==> src/rtl/dsi_pkg.sv <==
// DSI receive-path package: data-type constants, long/short classification,
// parser FSM states and the Hamming parity masks shared with the assembler.
package dsi_pkg;

  localparam logic [5:0] DT_VSS        = 6'h01;
  localparam logic [5:0] DT_HSS        = 6'h21;
  localparam logic [5:0] DT_BLANK      = 6'h19;
  localparam logic [5:0] DT_RGB888     = 6'h3E;
  localparam logic [5:0] DT_DCS_SHORT0 = 6'h05;
  localparam logic [5:0] DT_DCS_SHORT1 = 6'h15;
  localparam logic [5:0] DT_DCS_LONG   = 6'h39;

  typedef enum logic [1:0] {
    S_HDR,
    S_PAY,
    S_CRC,
    S_DISCARD
  } parser_state_t;

  // Parity masks over header bits [31:8] (mask bit i = header bit 8+i).
  // Index p gives ECC bit p; ECC[7:6] are always zero.
  localparam logic [5:0][23:0] ECC_MASKS = {
    24'hEFFC00,  // P5
    24'hDF03F0,  // P4
    24'hB8E38E,  // P3
    24'h749A6D,  // P2
    24'hF2555B,  // P1
    24'hF12CB7   // P0
  };

  function automatic logic [5:0] ecc_parity(input logic [23:0] d);
    logic [5:0] par;
    par = '0;
    for (int p = 0; p < 6; p++) begin
      par[p] = ^(d & ECC_MASKS[p]);
    end
    return par;
  endfunction

  function automatic logic is_long_dt(input logic [5:0] dt);
    case (dt)
      6'h09, 6'h19, 6'h29, 6'h39,
      6'h0C, 6'h1C, 6'h2C,
      6'h0D, 6'h1D, 6'h3D,
      6'h0E, 6'h1E, 6'h2E, 6'h3E: return 1'b1;
      default:                    return 1'b0;
    endcase
  endfunction

  // Byte count (0..4) to a low-aligned byte strobe.
  function automatic logic [3:0] bytes_to_strb(input logic [2:0] n);
    case (n)
      3'd0:    return 4'b0000;
      3'd1:    return 4'b0001;
      3'd2:    return 4'b0011;
      3'd3:    return 4'b0111;
      default: return 4'b1111;
    endcase
  endfunction

endpackage

==> src/rtl/packets_parser_if.sv <==
// Received word stream from the lanes receiver into the packet parser.
interface packets_parser_if;
  logic [31:0] iface_read_data;
  logic [3:0]  iface_read_strb;
  logic        iface_read_valid;
  logic        iface_last_word;

  modport master (
    output iface_read_data,
    output iface_read_strb,
    output iface_read_valid,
    output iface_last_word
  );

  modport slave (
    input iface_read_data,
    input iface_read_strb,
    input iface_read_valid,
    input iface_last_word
  );
endinterface

==> src/rtl/crc_calculator.sv <==
// CRC-16/CCITT, reflected (poly 0x8408), init 0xFFFF, no final xor.
// Consumes up to four bytes per valid cycle, byte0 first, per strobe bit.
// Only compiled into builds with DSI_PARSER_CRC_CHECK_EN.
`ifdef DSI_PARSER_CRC_CHECK_EN
module crc_calculator (
  input  logic        clk,
  input  logic        srst,
  input  logic        init,
  input  logic [31:0] data,
  input  logic [3:0]  strb,
  input  logic        valid,
  output logic [15:0] crc
);

  logic [15:0] crc_reg;
  logic [15:0] crc_next;

  function automatic logic [15:0] crc_byte(input logic [15:0] c, input logic [7:0] b);
    logic [15:0] r;
    r = c;
    for (int i = 0; i < 8; i++) begin
      if (r[0] ^ b[i]) r = (r >> 1) ^ 16'h8408;
      else             r = r >> 1;
    end
    return r;
  endfunction

  // Fold the strobed bytes of this word into the running CRC.
  always_comb begin
    crc_next = crc_reg;
    for (int k = 0; k < 4; k++) begin
      if (strb[k]) crc_next = crc_byte(crc_next, data[8*k +: 8]);
    end
  end

  // Running CRC register, restarted on reset or at each new header.
  always_ff @(posedge clk) begin
    if (srst || init) crc_reg <= 16'hFFFF;
    else if (valid)   crc_reg <= crc_next;
  end

  assign crc = crc_reg;

endmodule
`endif

==> src/rtl/ecc_decoder.sv <==
// Combinational DSI header ECC check/correct (SEC-DED).
// A syndrome matching a data column flips that bit; a one-hot syndrome is a
// parity-bit error (data already good); anything else nonzero is fatal.
module ecc_decoder
  import dsi_pkg::*;
(
  input  logic [31:0] hdr_word,
  output logic [23:0] data_corrected,
  output logic        corrected,
  output logic        fatal
);

  logic [23:0] data_rx;
  logic [7:0]  syndrome;
  logic [23:0] flip;

  assign data_rx  = hdr_word[31:8];
  assign syndrome = {2'b00, ecc_parity(data_rx)} ^ hdr_word[7:0];

  // One comparator per data bit against its parity column.
  generate
    for (genvar gi = 0; gi < 24; gi++) begin : g_col
      assign flip[gi] = (syndrome == {2'b00, ECC_MASKS[5][gi], ECC_MASKS[4][gi],
                                      ECC_MASKS[3][gi], ECC_MASKS[2][gi],
                                      ECC_MASKS[1][gi], ECC_MASKS[0][gi]});
    end
  endgenerate

  assign data_corrected = data_rx ^ flip;
  assign corrected      = (|flip) || $onehot(syndrome);
  assign fatal          = (syndrome != 8'h00) && !corrected;

endmodule

==> src/rtl/packets_parser.sv <==
// DSI packet parser: splits the received HS word stream into packets,
// ECC-corrects headers, checks long-packet CRC and streams payload out.
// Build option: DSI_PARSER_CRC_CHECK_EN enables the CRC engine; without it
// the CRC word is consumed and ignored and err_crc stays 0.
module packets_parser
  import dsi_pkg::*;
#(
  parameter int WC_WIDTH      = 16,
  parameter int ERR_CNT_WIDTH = 8
) (
  input  logic                     clk_sys,
  input  logic                     rst_sys,
  packets_parser_if.slave          rx,
  output logic                     hdr_valid,
  output logic [1:0]               hdr_vc,
  output logic [5:0]               hdr_dt,
  output logic [15:0]              hdr_wc,
  output logic                     hdr_long,
  output logic [31:0]              payload_data,
  output logic [3:0]               payload_strb,
  output logic                     payload_valid,
  output logic                     payload_last,
  output logic                     pkt_done,
  output logic                     err_ecc_corrected,
  output logic                     err_ecc_fatal,
  output logic                     err_crc,
  output logic                     err_truncated,
  output logic [ERR_CNT_WIDTH-1:0] err_cnt_ecc,
  output logic [ERR_CNT_WIDTH-1:0] err_cnt_crc
);

  parser_state_t state_reg, state_next;
  logic [WC_WIDTH-1:0] remaining_reg, remaining_next;

  logic        hdr_valid_reg, hdr_valid_next;
  logic [1:0]  hdr_vc_reg, hdr_vc_next;
  logic [5:0]  hdr_dt_reg, hdr_dt_next;
  logic [15:0] hdr_wc_reg, hdr_wc_next;
  logic        hdr_long_reg, hdr_long_next;
  logic [31:0] payload_data_reg, payload_data_next;
  logic [3:0]  payload_strb_reg, payload_strb_next;
  logic        payload_valid_reg, payload_valid_next;
  logic        payload_last_reg, payload_last_next;
  logic        pkt_done_reg, pkt_done_next;
  logic        ecc_corr_reg, ecc_corr_next;
  logic        ecc_fatal_reg, ecc_fatal_next;
  logic        crc_err_reg, crc_err_next;
  logic        trunc_reg, trunc_next;
  logic [ERR_CNT_WIDTH-1:0] cnt_ecc_reg, cnt_ecc_next;
  logic [ERR_CNT_WIDTH-1:0] cnt_crc_reg, cnt_crc_next;

  logic        word_in, last_in, strb_ok;
  logic [23:0] hdr_fixed;
  logic        ecc_corr, ecc_fatal;
  logic        long_w, wc_zero;
  logic [2:0]  take_bytes;
  logic [3:0]  take_strb;
  logic [31:0] take_mask;
  logic [31:0] pay_data_w;
  logic        pay_last_w;
  logic        crc_mismatch;

  assign word_in = rx.iface_read_valid;
  assign last_in = rx.iface_read_valid && rx.iface_last_word;
  assign strb_ok = (rx.iface_read_strb == 4'hF);

  ecc_decoder u_ecc (
    .hdr_word       (rx.iface_read_data),
    .data_corrected (hdr_fixed),
    .corrected      (ecc_corr),
    .fatal          (ecc_fatal)
  );

  assign long_w  = is_long_dt(hdr_fixed[21:16]);
  assign wc_zero = (hdr_fixed[15:0] == 16'h0000);

  // Bytes taken from the current payload word: min(4, remaining).
  assign take_bytes = (remaining_reg >= WC_WIDTH'(4)) ? 3'd4 : remaining_reg[2:0];
  assign take_strb  = bytes_to_strb(take_bytes);
  assign pay_last_w = (remaining_reg <= WC_WIDTH'(4));

  generate
    for (genvar gi = 0; gi < 4; gi++) begin : g_mask
      assign take_mask[8*gi +: 8] = {8{take_strb[gi]}};
    end
  endgenerate

  assign pay_data_w = rx.iface_read_data & take_mask;

`ifdef DSI_PARSER_CRC_CHECK_EN
  logic [15:0] crc_value;
  logic        crc_init;
  logic        crc_feed;

  assign crc_init = (state_reg == S_HDR) && word_in;
  assign crc_feed = (state_reg == S_PAY) && word_in;

  crc_calculator u_crc (
    .clk   (clk_sys),
    .srst  (rst_sys),
    .init  (crc_init),
    .data  (pay_data_w),
    .strb  (take_strb),
    .valid (crc_feed),
    .crc   (crc_value)
  );

  assign crc_mismatch = (rx.iface_read_data[15:0] != crc_value);
`else
  assign crc_mismatch = 1'b0;
`endif

  // State and byte-counter register.
  always_ff @(posedge clk_sys) begin
    if (rst_sys) begin
      state_reg     <= S_HDR;
      remaining_reg <= '0;
    end else begin
      state_reg     <= state_next;
      remaining_reg <= remaining_next;
    end
  end

  // Next-state logic; a burst end on a header/CRC word is a normal finish.
  always_comb begin
    state_next = state_reg;
    case (state_reg)
      S_HDR: begin
        if (word_in) begin
          if (!strb_ok || ecc_fatal) state_next = last_in ? S_HDR : S_DISCARD;
          else if (long_w && !last_in) state_next = wc_zero ? S_CRC : S_PAY;
        end
      end
      S_PAY: begin
        if (last_in)                  state_next = S_HDR;
        else if (word_in && pay_last_w) state_next = S_CRC;
      end
      S_CRC: begin
        if (word_in) state_next = S_HDR;
      end
      S_DISCARD: begin
        if (last_in) state_next = S_HDR;
      end
      default: state_next = S_HDR;
    endcase
  end

  // Output decode: header fields, payload word, pulses and error counters.
  always_comb begin
    remaining_next     = remaining_reg;
    hdr_valid_next     = 1'b0;
    hdr_vc_next        = hdr_vc_reg;
    hdr_dt_next        = hdr_dt_reg;
    hdr_wc_next        = hdr_wc_reg;
    hdr_long_next      = hdr_long_reg;
    payload_data_next  = '0;
    payload_strb_next  = '0;
    payload_valid_next = 1'b0;
    payload_last_next  = 1'b0;
    pkt_done_next      = 1'b0;
    ecc_corr_next      = 1'b0;
    ecc_fatal_next     = 1'b0;
    crc_err_next       = 1'b0;
    trunc_next         = 1'b0;
    case (state_reg)
      S_HDR: begin
        if (word_in) begin
          if (!strb_ok) begin
            trunc_next = 1'b1;
          end else if (ecc_fatal) begin
            ecc_fatal_next = 1'b1;
          end else begin
            hdr_valid_next = 1'b1;
            hdr_vc_next    = hdr_fixed[23:22];
            hdr_dt_next    = hdr_fixed[21:16];
            hdr_wc_next    = hdr_fixed[15:0];
            hdr_long_next  = long_w;
            ecc_corr_next  = ecc_corr;
            if (long_w) begin
              remaining_next = WC_WIDTH'(hdr_fixed[15:0]);
              trunc_next     = last_in;
            end else begin
              pkt_done_next = 1'b1;
            end
          end
        end
      end
      S_PAY: begin
        if (word_in) begin
          payload_valid_next = 1'b1;
          payload_data_next  = pay_data_w;
          payload_strb_next  = take_strb;
          payload_last_next  = pay_last_w;
          remaining_next     = remaining_reg - WC_WIDTH'(take_bytes);
          trunc_next         = last_in;
        end
      end
      S_CRC: begin
        if (word_in) begin
          pkt_done_next = 1'b1;
          crc_err_next  = crc_mismatch;
        end
      end
      default: ;
    endcase

    cnt_ecc_next = cnt_ecc_reg;
    if ((ecc_corr_next || ecc_fatal_next) && (cnt_ecc_reg != '1))
      cnt_ecc_next = cnt_ecc_reg + 1'b1;
    cnt_crc_next = cnt_crc_reg;
    if (crc_err_next && (cnt_crc_reg != '1))
      cnt_crc_next = cnt_crc_reg + 1'b1;
  end

  // Registered outputs; everything clears on reset.
  always_ff @(posedge clk_sys) begin
    if (rst_sys) begin
      hdr_valid_reg     <= 1'b0;
      hdr_vc_reg        <= '0;
      hdr_dt_reg        <= '0;
      hdr_wc_reg        <= '0;
      hdr_long_reg      <= 1'b0;
      payload_data_reg  <= '0;
      payload_strb_reg  <= '0;
      payload_valid_reg <= 1'b0;
      payload_last_reg  <= 1'b0;
      pkt_done_reg      <= 1'b0;
      ecc_corr_reg      <= 1'b0;
      ecc_fatal_reg     <= 1'b0;
      crc_err_reg       <= 1'b0;
      trunc_reg         <= 1'b0;
      cnt_ecc_reg       <= '0;
      cnt_crc_reg       <= '0;
    end else begin
      hdr_valid_reg     <= hdr_valid_next;
      hdr_vc_reg        <= hdr_vc_next;
      hdr_dt_reg        <= hdr_dt_next;
      hdr_wc_reg        <= hdr_wc_next;
      hdr_long_reg      <= hdr_long_next;
      payload_data_reg  <= payload_data_next;
      payload_strb_reg  <= payload_strb_next;
      payload_valid_reg <= payload_valid_next;
      payload_last_reg  <= payload_last_next;
      pkt_done_reg      <= pkt_done_next;
      ecc_corr_reg      <= ecc_corr_next;
      ecc_fatal_reg     <= ecc_fatal_next;
      crc_err_reg       <= crc_err_next;
      trunc_reg         <= trunc_next;
      cnt_ecc_reg       <= cnt_ecc_next;
      cnt_crc_reg       <= cnt_crc_next;
    end
  end

  assign hdr_valid         = hdr_valid_reg;
  assign hdr_vc            = hdr_vc_reg;
  assign hdr_dt            = hdr_dt_reg;
  assign hdr_wc            = hdr_wc_reg;
  assign hdr_long          = hdr_long_reg;
  assign payload_data      = payload_data_reg;
  assign payload_strb      = payload_strb_reg;
  assign payload_valid     = payload_valid_reg;
  assign payload_last      = payload_last_reg;
  assign pkt_done          = pkt_done_reg;
  assign err_ecc_corrected = ecc_corr_reg;
  assign err_ecc_fatal     = ecc_fatal_reg;
  assign err_crc           = crc_err_reg;
  assign err_truncated     = trunc_reg;
  assign err_cnt_ecc       = cnt_ecc_reg;
  assign err_cnt_crc       = cnt_crc_reg;

endmodule

==> src/flat_wrapper.sv <==
// flat-port wrapper written by rule: the top's interface ports become plain ports
module packets_parser_flat import dsi_pkg::*;
#(
  parameter int WC_WIDTH      = 16,
  parameter int ERR_CNT_WIDTH = 8
)
  (clk_sys, rst_sys, hdr_valid, hdr_vc, hdr_dt, hdr_wc, hdr_long, payload_data, payload_strb, payload_valid, payload_last, pkt_done, err_ecc_corrected, err_ecc_fatal, err_crc, err_truncated, err_cnt_ecc, err_cnt_crc, rx_iface_read_data, rx_iface_read_strb, rx_iface_read_valid, rx_iface_last_word);
  packets_parser_if rx_i ();
  input  logic clk_sys;
  input  logic rst_sys;
  output logic hdr_valid;
  output logic [1:0] hdr_vc;
  output logic [5:0] hdr_dt;
  output logic [15:0] hdr_wc;
  output logic hdr_long;
  output logic [31:0] payload_data;
  output logic [3:0] payload_strb;
  output logic payload_valid;
  output logic payload_last;
  output logic pkt_done;
  output logic err_ecc_corrected;
  output logic err_ecc_fatal;
  output logic err_crc;
  output logic err_truncated;
  output logic [ERR_CNT_WIDTH-1:0] err_cnt_ecc;
  output logic [ERR_CNT_WIDTH-1:0] err_cnt_crc;
  input wire logic [$bits(rx_i.iface_read_data)-1:0] rx_iface_read_data;
  input wire logic [$bits(rx_i.iface_read_strb)-1:0] rx_iface_read_strb;
  input wire logic [$bits(rx_i.iface_read_valid)-1:0] rx_iface_read_valid;
  input wire logic [$bits(rx_i.iface_last_word)-1:0] rx_iface_last_word;
  assign rx_i.iface_read_data = rx_iface_read_data;
  assign rx_i.iface_read_strb = rx_iface_read_strb;
  assign rx_i.iface_read_valid = rx_iface_read_valid;
  assign rx_i.iface_last_word = rx_iface_last_word;
  packets_parser #(.WC_WIDTH(WC_WIDTH), .ERR_CNT_WIDTH(ERR_CNT_WIDTH)) u_core (.clk_sys(clk_sys), .rst_sys(rst_sys), .rx(rx_i), .hdr_valid(hdr_valid), .hdr_vc(hdr_vc), .hdr_dt(hdr_dt), .hdr_wc(hdr_wc), .hdr_long(hdr_long), .payload_data(payload_data), .payload_strb(payload_strb), .payload_valid(payload_valid), .payload_last(payload_last), .pkt_done(pkt_done), .err_ecc_corrected(err_ecc_corrected), .err_ecc_fatal(err_ecc_fatal), .err_crc(err_crc), .err_truncated(err_truncated), .err_cnt_ecc(err_cnt_ecc), .err_cnt_crc(err_cnt_crc));
endmodule
==> config.mk <==
export PLATFORM = sky130hd
export DESIGN_NAME = packets_parser_flat
export DESIGN_NICKNAME = d
export VERILOG_FILES = /design/src/rtl/dsi_pkg.sv /design/src/rtl/packets_parser_if.sv /design/src/rtl/crc_calculator.sv /design/src/rtl/ecc_decoder.sv /design/src/rtl/packets_parser.sv /design/src/flat_wrapper.sv
export SDC_FILE = /design/constraint.sdc
export NUM_CORES = 1
export LEC_CHECK = 0
export CORE_ASPECT_RATIO = 1.75
export CORE_MARGIN = 1.5
export CORE_UTILIZATION = 51
export CTS_BUF_LIST = sky130_fd_sc_hd__clkbuf_8 sky130_fd_sc_hd__clkbuf_16
export CTS_CLUSTER_DIAMETER = 120
export DETAILED_ROUTE_END_ITERATION = 10
export DONT_BUFFER_PORTS = 1
export PLACE_DENSITY = 0.65
export SYNTH_ARGS = -nofsm -noshare
export SYNTH_HDL_FRONTEND = slang
export SYNTH_SLANG_ARGS = --single-unit
export TNS_END_PERCENT = 20
==> constraint.sdc <==
create_clock -name clk_sys -period 4.87 [get_ports clk_sys]
set_input_delay 0.2435 -clock clk_sys [delete_from_list [all_inputs] [get_ports clk_sys]]
set_output_delay 0.2435 -clock clk_sys [all_outputs]
set_load 0.01 [all_outputs]
==> results.json <==
{
  "fin_crit_sh": 0.938,
  "async_reset_ff_frac": 0,
  "ant_nets": 0,
  "dp_hpwl_um": 11800,
  "grt_max_degree": 50,
  "crit_type": "in -> reg",
  "die_y_um": 141,
  "synth-warning-count": 0,
  "cts_buffers": 9,
  "clock_sinks": 94,
  "crit_path_max_fanout": 5,
  "grt_overflow_total": 0,
  "leakage_nw": 2.31,
  "die_w_um": 81.7,
  "cap_violations": 0,
  "crit_path_end_kind": "flop",
  "setup_slack_ns": 0.300,
  "drt_iter0_drc": 302,
  "run_status": "complete, no violations",
  "clk_pin_slew_worst_paths_ns": 0.07,
  "utilization": 0.561,
  "cts_tree": "done",
  "worstMarginPinSlew_ns": 0.926,
  "required_ns": 5.11,
  "finalHoldViolations": 0,
  "synth_ff_type": "dfxtp_1",
  "portBuffers": 0,
  "drc": 0,
  "fin_crit_ns": 4.57,
  "critPathArrivalTime_ns": 4.80,
  "syn_area_mm2": 0.00553,
  "startpoint_type": "input port",
  "grt_pass1_vias": 4379,
  "reg2reg_from": "u_core.remaining_reg[11]$_SDFFE_PP0P_",
  "clkLatencyLatePin_ns": 0.35,
  "route.final.wire_length_um": 15000,
  "drv_slew": 0,
  "first_pass_iters": 5,
  "mostFrequentLayoutCells": "dfxtp_1, nor2_1, xnor2_1, nand2_1, nor3_1",
  "setup_viol_count_final": 0,
  "n_antenna_cell": 0,
  "placed_area_mm2": 0.00564,
  "route.vias.total": 4479,
  "grt_pass1_wl_um": 23000,
  "initial_core_util": 0.520,
  "core_area_mm2": 0.0106,
  "r2r-end": "u_core.remaining_reg[12]$_SDFFE_PP0P_",
  "viasPerCell": 5.93,
  "h-tree-depth": 3,
  "p_per_area_mw_per_mm2": 578,
  "track_usage": 0.269,
  "cts_max_path_buffers": 2,
  "rows": 50,
  "finClkSkew_ns": 0.00479,
  "netlist_instances": 627,
  "min_to": "u_core.payload_data[2]$_SDFF_PP0_",
  "fillCellCount": 989,
  "hold_start": "rx_iface_read_data[2]",
  "place_ws_ns": -0.154,
  "hold_depth": 1,
  "yosysUniqueCellTypes": 73,
  "largest_reg_flops": 32,
  "stdcell_count": 755,
  "die-area_mm2": 0.0115,
  "reg2reg_depth": 16,
  "synth-seq-cells": 94,
  "synth-edff-count": 0,
  "drive_gt1_frac": 0.106,
  "avgSynthCellArea_um2": 8.81,
  "place_inst": 738,
  "design_area_mm2": 0.00596,
  "fin_nets": 676,
  "antenna_found_initial": 0,
  "gp_congestion": 0.915,
  "yosysSeqAreaShare": 0.341,
  "slew_headroom": 0.382,
  "cts_root_buf": "clkbuf_16",
  "layout_commonest_cell": "dfxtp_1",
  "reg2reg_slack_ns": 1.64,
  "pin_count": 125,
  "fmax_mhz": 219,
  "wl_per_cell_um": 19.8,
  "rsz0062_at_grt": "false",
  "peakVddDrop_uv": 775,
  "synthToLayoutAreaGrowth_pct": 7.92,
  "hp-class": "in -> reg"
}
==> final cells by class <==
class	instances	area, um^2	share of cell area
multi-input combinational	474	3380	0.566
inverter	21	85.1	0.0143
clock buffer	9	225	0.0378
clock inverter	7	57.6	0.00965
sequential	94	1880	0.316
timing repair buffer	20	175	0.0294
tap	130	163	0.0273
==> layer usage <==
metal	global-route usage	wire, um	up-vias
met4	0.121	532	0
met1	0.274	5150	2124
met3	0.0537	840	36
met2	0.505	8450	170
li1	-	-	2149
met5	0	0	-
==> worst max-delay path by stage <==
stage,start,to,slack [ns],depth (start not counted)
finish,rx_iface_read_data[21],u_core.state_reg[0]$_SDFFE_PP0P_,0.30,20
global route,rx_iface_read_data[21],u_core.state_reg[0]$_SDFFE_PP0P_,0.02,20
CTS,rx_iface_read_data[29],u_core.err_cnt_ecc[4]$_SDFFE_PP0P_,0.17,21
detailed placement,rx_iface_read_data[29],u_core.state_reg[0]$_SDFFE_PP0P_,-0.15,20
global placement,rx_iface_read_data[29],u_core.state_reg[0]$_SDFFE_PP0P_,-0.06,20
floorplan,rx_iface_read_data[20],u_core.state_reg[0]$_SDFFE_PP0P_,0.04,22
==> cells by family (layout without fill, tap and decap cells) <==
| logic type | after synthesis | in the layout | share of synthesized area |
|---|---|---|---|
| adder cells (fa/ha/maj) | 16 | 16 | 0.0389 |
| buffers and inverters | 67 | 57 | 0.0593 |
| AO/OA/AOI/OAI | 112 | 112 | 0.134 |
| XOR/XNOR | 87 | 87 | 0.181 |
| other | 2 | 10 | 0.00136 |
| AND/OR/NAND/NOR | 238 | 238 | 0.225 |
| flip-flops | 94 | 94 | 0.341 |
| multiplexers | 11 | 11 | 0.0199 |
==> Yosys cell counts (all sizes together), types with 2 or more instances <==
master    n  area share
a2111oi   3      0.0050
a211oi   27       0.038
a21o      2      0.0027
a21oi    29       0.028
a22o      2      0.0034
a22oi     2      0.0027
a311oi    2      0.0032
a31oi     3      0.0034
and2     26       0.029
and3     15       0.017
buf      24       0.029
clkbuf   22       0.015
clkinv    2      0.0025
conb      2      0.0014
dfxtp    94        0.34
fa        2      0.0072
ha       14       0.032
inv      19       0.013
mux2i    11       0.020
nand2    32       0.023
nand2b    4      0.0045
nand3    24       0.027
nand4     8      0.0091
nor2     70       0.048
nor2b     4      0.0045
nor3     33       0.033
nor4     10       0.012
o211ai    6      0.0081
o21a      2      0.0027
o21ai    26       0.024
o31ai     2      0.0027
or3       3      0.0043
xnor2    51       0.087
xnor3    12       0.049
xor2     22       0.036
xor3      2      0.0088
==> metrics by stage <==
stage | setup TNS (ns) | total power, mW | hold WS, ns
final | 0 | 3.45 | 0.0120
after CTS | 0 | 3.39 | 0.00602
after floorplan | 0 | 2.25 | 0.335
after global placement | -0.300 | 2.66 | 0.320
after detailed placement | -0.936 | 2.70 | 0.321
after global routing | 0 | 3.67 | 0.00126
==> where the power goes <==
group	leakage (nW)	internal, mW	switching (mW)	total, mW
combinational	1.41	0.734	1.16	1.90
clock	0.140	0.354	0.323	0.677
sequential	0.759	0.815	0.0594	0.875
total	2.31	1.90	1.55	3.45
==> critical path, cell delays in order <==
cell	delay (ns)
xnor2_1	0.25
xnor3_1	0.49
xnor2_2	0.29
xnor2_1	0.14
ha_1	0.31
inv_1	0.04
ha_1	0.26
ha_1	0.18
ha_1	0.29
inv_1	0.06
fa_1	0.40
a21oi_1	0.20
nor3_2	0.07
nor4_2	0.24
o21ai_2	0.13
nor3_4	0.27
nor2_2	0.06
buf_4	0.16
a2111o_1	0.36
a2111oi_1	0.36
==> timing repair <==
action | in CTS | in global routing
hold endpoints to repair | 49 | 0
endpoints found under the setup margin | 0 | 20
resized for setup | 0 | 5
buffers inserted | 0 | 0
hold buffers | 1 | 0
(Power assumes the default switching activity.)
